===== config.mk =====
export PLATFORM = sky130hd
export DESIGN_NAME = hsid_x_obi_stream_reader
export DESIGN_NICKNAME = d
export VERILOG_FILES = /design/src/rtl/hsid_pkg.sv /design/src/rtl/hsid_x_obi_inf_pkg.sv /design/src/rtl/hsid_x_stream_fifo.sv /design/src/rtl/hsid_x_obi_stream_reader.sv
export SDC_FILE = /design/constraint.sdc
export NUM_CORES = 1
export LEC_CHECK = 0
export BUFFER_PORTS_ARGS = -buffer_cell sky130_fd_sc_hd__buf_2
export CAP_MARGIN = 10
export CELL_PAD_IN_SITES_DETAIL_PLACEMENT = 1
export CELL_PAD_IN_SITES_GLOBAL_PLACEMENT = 1
export CORE_UTILIZATION = 40
export DETAILED_ROUTE_END_ITERATION = 6
export PLACE_DENSITY_LB_ADDON = 0.1
export SKIP_CTS_REPAIR_TIMING = 1
export SYNTH_ARGS = -nofsm -noshare
export SYNTH_HDL_FRONTEND = slang
export SYNTH_SLANG_ARGS = --single-unit
export TNS_END_PERCENT = 100

===== constraint.sdc =====
create_clock -name clk -period 2.8 [get_ports clk]
set_input_delay 0.42 -clock clk [delete_from_list [all_inputs] [get_ports clk]]
set_output_delay 0.42 -clock clk [all_outputs]
set_load 0.03 [all_outputs]

===== src/rtl/hsid_pkg.sv =====
// hsid_pkg -- shared constants and types for the HSID stream blocks.
//   HSID_WORD_WIDTH        : default data/address width
//   HSID_MEM_ACCESS_WIDTH  : default width of stream limit/stride/counters
//   HSID_MAX_OUTSTANDING   : default cap on granted-but-unanswered reads
//   HSID_STREAM_FIFO_DEPTH : default output buffer depth
//   hsid_x_obi_stream_state_t : stream reader FSM states
package hsid_pkg;

  localparam int HSID_WORD_WIDTH        = 32;
  localparam int HSID_MEM_ACCESS_WIDTH  = 16;
  localparam int HSID_MAX_OUTSTANDING   = 2;
  localparam int HSID_STREAM_FIFO_DEPTH = 4;

  typedef enum logic [2:0] {
    HXOS_IDLE    = 3'd0,
    HXOS_INIT    = 3'd1,
    HXOS_READING = 3'd2,
    HXOS_DRAIN   = 3'd3,
    HXOS_DONE    = 3'd4,
    HXOS_CLEAR   = 3'd5
  } hsid_x_obi_stream_state_t;

endpackage


===== src/rtl/hsid_x_obi_inf_pkg.sv =====
// hsid_x_obi_inf_pkg -- OBI manager request / subordinate response bundles.
//   obi_req_t  : req, we, be, addr, wdata   (manager -> memory)
//   obi_resp_t : gnt, rvalid, rdata         (memory -> manager)
package hsid_x_obi_inf_pkg;

  typedef struct packed {
    logic        req;
    logic        we;
    logic [3:0]  be;
    logic [31:0] addr;
    logic [31:0] wdata;
  } obi_req_t;

  typedef struct packed {
    logic        gnt;
    logic        rvalid;
    logic [31:0] rdata;
  } obi_resp_t;

endpackage


===== src/rtl/hsid_x_stream_fifo.sv =====
// hsid_x_stream_fifo -- show-ahead FIFO buffering read data for the consumer.
//   clk, rst_n  : clock, synchronous active-low reset (clears pointers and storage)
//   push/push_data : write one entry (caller guarantees room)
//   pop         : remove head; ignored when empty
//   flush       : drop all contents; wins over push and pop
//   head_data/head_valid : current head (zero when empty)
//   count       : number of stored entries
module hsid_x_stream_fifo #(
  parameter int WIDTH = 32,
  parameter int DEPTH = 4
) (
  input  logic                       clk,
  input  logic                       rst_n,
  input  logic                       push,
  input  logic [WIDTH-1:0]           push_data,
  input  logic                       pop,
  input  logic                       flush,
  output logic [WIDTH-1:0]           head_data,
  output logic                       head_valid,
  output logic [$clog2(DEPTH+1)-1:0] count
);

  localparam int PW = (DEPTH > 1) ? $clog2(DEPTH) : 1;
  localparam int CW = $clog2(DEPTH + 1);

  logic [WIDTH-1:0] mem_q [DEPTH];
  logic [PW-1:0]    wr_ptr_q, wr_ptr_d, rd_ptr_q, rd_ptr_d;
  logic [CW-1:0]    count_q, count_d;
  logic             do_push, do_pop;

  function automatic logic [PW-1:0] ptr_inc(input logic [PW-1:0] p);
    return (p == PW'(DEPTH - 1)) ? '0 : p + PW'(1);
  endfunction

  always_comb begin
    do_pop   = pop && (count_q != '0) && !flush;
    do_push  = push && !flush;
    wr_ptr_d = do_push ? ptr_inc(wr_ptr_q) : wr_ptr_q;
    rd_ptr_d = do_pop ? ptr_inc(rd_ptr_q) : rd_ptr_q;
    count_d  = count_q + CW'(do_push) - CW'(do_pop);
    if (flush) begin
      wr_ptr_d = '0;
      rd_ptr_d = '0;
      count_d  = '0;
    end
  end

  always_ff @(posedge clk) begin
    if (!rst_n) begin
      wr_ptr_q <= '0;
      rd_ptr_q <= '0;
      count_q  <= '0;
      for (int i = 0; i < DEPTH; i++) mem_q[i] <= '0;
    end else begin
      wr_ptr_q <= wr_ptr_d;
      rd_ptr_q <= rd_ptr_d;
      count_q  <= count_d;
      if (do_push) mem_q[wr_ptr_q] <= push_data;
    end
  end

  assign count      = count_q;
  assign head_valid = (count_q != '0);
  // Gate the head so an empty FIFO always presents zero.
  assign head_data  = head_valid ? mem_q[rd_ptr_q] : '0;

endmodule


===== src/rtl/hsid_x_obi_stream_reader.sv =====
// hsid_x_obi_stream_reader -- strided OBI read streamer with buffered output.
//   clk, rst_n      : clock, synchronous active-low reset
//   obi_req/obi_rsp : OBI manager port (read-only: we=0, be=all ones)
//   start, clear    : begin a stream / abort back to IDLE
//   initial_addr, stride, limit : first byte address, word stride, word count (0 = all ones)
//   data_out, data_out_valid, data_out_ready : valid/ready output stream
//   idle, ready, done : status (done pulses for one cycle)
// Optional: define HSID_X_OBI_STREAM_PERF_EN to add perf_stall_cycles[31:0].
module hsid_x_obi_stream_reader
  import hsid_pkg::*;
#(
  parameter int WORD_WIDTH       = HSID_WORD_WIDTH,
  parameter int MEM_ACCESS_WIDTH = HSID_MEM_ACCESS_WIDTH,
  parameter int MAX_OUTSTANDING  = HSID_MAX_OUTSTANDING,
  parameter int FIFO_DEPTH       = HSID_STREAM_FIFO_DEPTH
) (
  input  logic                          clk,
  input  logic                          rst_n,
  output hsid_x_obi_inf_pkg::obi_req_t  obi_req,
  input  hsid_x_obi_inf_pkg::obi_resp_t obi_rsp,
  input  logic                          start,
  input  logic                          clear,
  input  logic [WORD_WIDTH-1:0]         initial_addr,
  input  logic [MEM_ACCESS_WIDTH-1:0]   stride,
  input  logic [MEM_ACCESS_WIDTH-1:0]   limit,
  output logic [WORD_WIDTH-1:0]         data_out,
  output logic                          data_out_valid,
  input  logic                          data_out_ready,
  output logic                          idle,
  output logic                          ready,
  output logic                          done
`ifdef HSID_X_OBI_STREAM_PERF_EN
  ,
  output logic [31:0]                   perf_stall_cycles
`endif
);

  localparam int OW = $clog2(MAX_OUTSTANDING + 1);
  localparam int CW = $clog2(FIFO_DEPTH + 1);

  hsid_x_obi_stream_state_t state_q, state_d;
  logic [WORD_WIDTH-1:0]       addr_q, addr_d;
  logic [MEM_ACCESS_WIDTH-1:0] stride_q, stride_d, limit_q, limit_d;
  logic [MEM_ACCESS_WIDTH-1:0] requests_q, requests_d, reads_q, reads_d;
  logic [OW-1:0]               outstanding_q, outstanding_d;
  logic [CW-1:0]               fifo_count;
  logic [WORD_WIDTH-1:0]       step;
  logic req, fire, rsp_in, push, pop, flush, aborting;

  always_comb begin
    // Credit rule: a request is only issued if its response is guaranteed a
    // FIFO slot, so pushes never need back-pressure. The terms can only fall
    // while req waits for gnt, which keeps req/addr stable until granted.
    req = (state_q == HXOS_READING) && (requests_q < limit_q)
          && (32'(outstanding_q) < 32'(MAX_OUTSTANDING))
          && ((32'(fifo_count) + 32'(outstanding_q)) < 32'(FIFO_DEPTH));
    fire     = req && obi_rsp.gnt;
    rsp_in   = obi_rsp.rvalid && (outstanding_q != '0);
    aborting = clear && (state_q inside {HXOS_INIT, HXOS_READING, HXOS_DRAIN, HXOS_DONE});
    // Flush on the abort edge too, so no stale head is visible in CLEAR.
    flush    = aborting || (state_q == HXOS_CLEAR);
    push     = rsp_in && (state_q inside {HXOS_READING, HXOS_DRAIN});
    pop      = data_out_valid && data_out_ready;
    step     = WORD_WIDTH'({stride_q, 2'b00});
  end

  always_comb begin
    state_d       = state_q;
    addr_d        = addr_q;
    stride_d      = stride_q;
    limit_d       = limit_q;
    requests_d    = requests_q;
    reads_d       = reads_q;
    // A grant racing a response in the same cycle leaves the count unchanged.
    outstanding_d = outstanding_q + OW'(fire) - OW'(rsp_in);
    if (fire) begin
      requests_d = requests_q + MEM_ACCESS_WIDTH'(1);
      addr_d     = addr_q + step;
    end
    if (push) reads_d = reads_q + MEM_ACCESS_WIDTH'(1);

    case (state_q)
      HXOS_IDLE:    if (start && !clear) state_d = HXOS_INIT;
      HXOS_INIT: begin
        addr_d     = initial_addr;
        stride_d   = stride;
        limit_d    = (limit == '0) ? '1 : limit;
        requests_d = '0;
        reads_d    = '0;
        state_d    = HXOS_READING;
      end
      HXOS_READING: if (requests_q == limit_q) state_d = HXOS_DRAIN;
      HXOS_DRAIN:   if ((reads_q == limit_q) && (fifo_count == '0)) state_d = HXOS_DONE;
      HXOS_DONE:    state_d = HXOS_IDLE;
      HXOS_CLEAR:   if (outstanding_q == '0) state_d = HXOS_IDLE;
      default:      state_d = HXOS_IDLE;
    endcase

    // Responses still in flight are tracked by outstanding and absorbed in CLEAR.
    if (aborting) begin
      state_d    = HXOS_CLEAR;
      requests_d = '0;
      reads_d    = '0;
    end
  end

  always_ff @(posedge clk) begin
    if (!rst_n) begin
      state_q       <= HXOS_IDLE;
      addr_q        <= '0;
      stride_q      <= '0;
      limit_q       <= '0;
      requests_q    <= '0;
      reads_q       <= '0;
      outstanding_q <= '0;
    end else begin
      state_q       <= state_d;
      addr_q        <= addr_d;
      stride_q      <= stride_d;
      limit_q       <= limit_d;
      requests_q    <= requests_d;
      reads_q       <= reads_d;
      outstanding_q <= outstanding_d;
    end
  end

  hsid_x_stream_fifo #(
    .WIDTH (WORD_WIDTH),
    .DEPTH (FIFO_DEPTH)
  ) u_fifo (
    .clk        (clk),
    .rst_n      (rst_n),
    .push       (push),
    .push_data  (obi_rsp.rdata),
    .pop        (pop),
    .flush      (flush),
    .head_data  (data_out),
    .head_valid (data_out_valid),
    .count      (fifo_count)
  );

  always_comb begin
    obi_req       = '0;
    obi_req.req   = req;
    obi_req.we    = 1'b0;
    obi_req.be    = '1;
    obi_req.addr  = addr_q;
  end

  assign idle  = (state_q == HXOS_IDLE);
  assign ready = (state_q == HXOS_IDLE);
  assign done  = (state_q == HXOS_DONE);

`ifdef HSID_X_OBI_STREAM_PERF_EN
  logic [31:0] perf_q, perf_d;
  logic        stall;

  always_comb begin
    stall  = (state_q inside {HXOS_READING, HXOS_DRAIN})
             && ((req && !obi_rsp.gnt) || (data_out_valid && !data_out_ready));
    perf_d = perf_q;
    if (state_q == HXOS_INIT) perf_d = '0;
    else if (stall && (perf_q != '1)) perf_d = perf_q + 32'd1;
  end

  always_ff @(posedge clk) begin
    if (!rst_n) perf_q <= '0;
    else        perf_q <= perf_d;
  end

  assign perf_stall_cycles = perf_q;
`endif

endmodule


==> results.yml <==
timing:
  hold_viol_final: 0
  setup_ws_ns: 0.05242
  relSlewSlack_pct: 64.20
  setup_viol: 0
  max_freq_mhz: 364.0
  finalCritPeriodShare_pct: 98.13
  slew_viol_final: 0
  skew_ns: 0.01718
  fin_crit_ns: 2.748
  rsz0062_at_grt: "true"
  fin_hold_ws_ns: 0.1066
  tightest_slew_ns: 0.5303
setup_path:
  critical_path_class: "reg2out"
  cp_max_fo: 2
  worst_setup_path_end_kind: "output pin"
  cp-start-kind: "flop"
  critPathArrivalTime_ns: 2.33
  cp_data_required_time_ns: 2.38
global_routing:
  grt_max_degree: 40
  grt_pass1_wl_mm: 53.48
  first_global_vias: 9789
  grt_overflow_total: 0
  antenna_found_initial: 6
  grt_usage_pct: 22.00
synthesis:
  synthTopCellsByCount: "165 x and2_1, 128 x edfxtp_1, 110 x dfxtp_1, 89 x nand2_1, 69 x nor2_1"
  yosysSeqAreaShare_pct: 49.44
  synthCells: 1147
  synth_largest_area_cell: "edfxtp_1"
  synth_most_common_cell: "and2_1"
  yosys.area.top_type_share_pct: 31.43
  synth-main-ff-cell: "edfxtp_1"
  synth_seq_cells: 238
  ys_types: 64
  avgSynthCellArea_sq_um: 10.66
  synth_edf_count: 128
  syn_area_sq_um: 12230
  synthTopCellsByArea: "edfxtp_1 31%, dfxtp_1 18%, and2_1 8.4%"
  yosysWarnings: 0
  async_reset_ff_share_pct: 0
cts:
  root_buffer: "clkbuf_16"
  clock_latency_ns: 0.55
  cts_made_buffers: 28
  tritoncts: "done"
  clock_sinks: 238
  max-clock-path-buffers: 3
  htreeDepth: 1
  clkSlewWorstSetupHoldPaths_ns: 0.06
outcome:
  status: "complete, no violations"
power_and_ir_drop:
  comb_power_share_pct: 30.7
  switching_power_mw: 4.016
  p_sw_share_pct: 34.32
  leakage_nw: 6.213
  p_int_mw: 7.685
  ir_drop_mv: 0.4698
  p_clk_share_pct: 32.8
  power.density_nw_per_um2: 788.0
  power_frac_seq_pct: 36.5
routing:
  drtIter0Drc: 340
  avgViaCountPerCell: 5.266
  vias: 9342
  wl_mm: 34.39
  ant_nets: 0
  wl_per_cell_um: 19.38
  drc: 0
  dr.pass1.iters: 4
cells_and_area:
  stdcell_count: 1774
  utilization_pct: 49.70
  area_growth_pct: 21.42
  fillers: 3336
  drive_gt1_share_pct: 26.16
  nNetsFinal: 1504
floorplan:
  core.rowCount: 63
  ioPinCount: 209
  dieArea_sq_um: 31280
  core_sq_um: 29870
  start_util_pct: 40.93
  die_w_um: 176.9
  die_y_um: 176.9
placement:
  gp_congestion: 0.7918
  place_inst: 1714
  portBuffers: 171
  dp_slack_ns: -0.1747
  dp_hpwl_mm: 23.47
min_path:
  hold_path_class: "in2reg"
job:
  maxCapViolCount: 0
power by group through the flow:
stage                     clock network, mW  logic, mW  registers [mW]
after global placement                    0       3.50            4.33
final                                  3.84       3.59            4.27
after detailed placement                  0       3.55            4.35
after CTS                              3.93       3.58            4.28
after floorplan                           0       2.17            4.53
after global routing                   4.04       3.93            4.32
registers in the layout, indices dropped and copies added (netlist names), 3 cells and up, named ones only:
name          flops
addr_q           32
limit_q          16
reads_q          16
requests_q       16
state_q           3
stride_q         16
u_fifo.count      3
u_fifo.mem_q    128
logic make-up after synthesis:
family | share of synthesized area, %
buffers and inverters | 5.402
multiplexers | 6.139
XOR/XNOR | 3.867
AO/OA/AOI/OAI | 9.628
AND/OR/NAND/NOR | 20.94
other | 0.06141
adder cells (fa/ha/maj) | 4.522
flip-flops | 49.44
through the flow:
step                      instance area [sq um]  power (mW)  setup TNS (ns)
after floorplan                           12370       6.699               0
after global placement                    13800       7.833         -0.1045
after detailed placement                  13800       7.900         -0.1983
after CTS                                 14760       11.78         -0.6241
after global routing                      14850       12.28         -0.1384
final                                     14850       11.70               0
worst max-delay path, stage by stage, from the launching register on:
cell and delay [ns]:
dfxtp_1 0.33, inv_1 0.05, ha_1 0.28, nor2b_1 0.14, o211ai_1 0.13, buf_4 0.17
a2111oi_4 0.38, nor3_1 0.12, buf_2 0.20
final timing paths:
| check | start | to | slack (ns) | cells after the start |
|---|---|---|---|---|
| max | limit_q[1] | obi_req[69] | 0.05 | 8 |
| min | stride[6] | stride_q[6] | 0.11 | 3 |
| min reg2reg | addr_q[0] | addr_q[0] | 0.46 | 2 |
| max reg2reg | limit_q[7] | requests_q[3] | 0.17 | 9 |
placed cells by master, fill, tap and decap left out, drive strengths merged, types with 34 or more instances in the layout:
| master | n |
|---|---|
| a21oi | 52 |
| and2 | 165 |
| buf | 244 |
| clkbuf | 34 |
| conb | 37 |
| dfxtp | 110 |
| edfxtp | 128 |
| ha | 41 |
| inv | 38 |
| nand2 | 89 |
| nor2 | 69 |
| xor2 | 37 |
layout make-up:
| type | count | area (sq um) | share of cell area (%) |
|---|---|---|---|
| Tap cell | 390 | 488.0 | 3.286 |
| Timing Repair Buffer | 244 | 1470 | 9.901 |
| Clock buffer | 34 | 744.5 | 5.013 |
| Clock inverter | 18 | 212.7 | 1.432 |
| Multi-Input combinational cell | 808 | 5734 | 38.62 |
| Inverter | 38 | 142.6 | 0.9606 |
| Antenna cell | 4 | 10.01 | 0.06741 |
| Sequential cell | 238 | 6047 | 40.72 |
per-layer routing:
layer,vias up,track usage (%),part of all wire [%]
li1,4494,-,-
met5,-,0,0.070
met4,4,5.855,2.2
met3,56,3.587,4.0
met2,178,37.99,49
met1,4610,28.43,45
No activity file was read; power rests on OpenSTA's default activity.
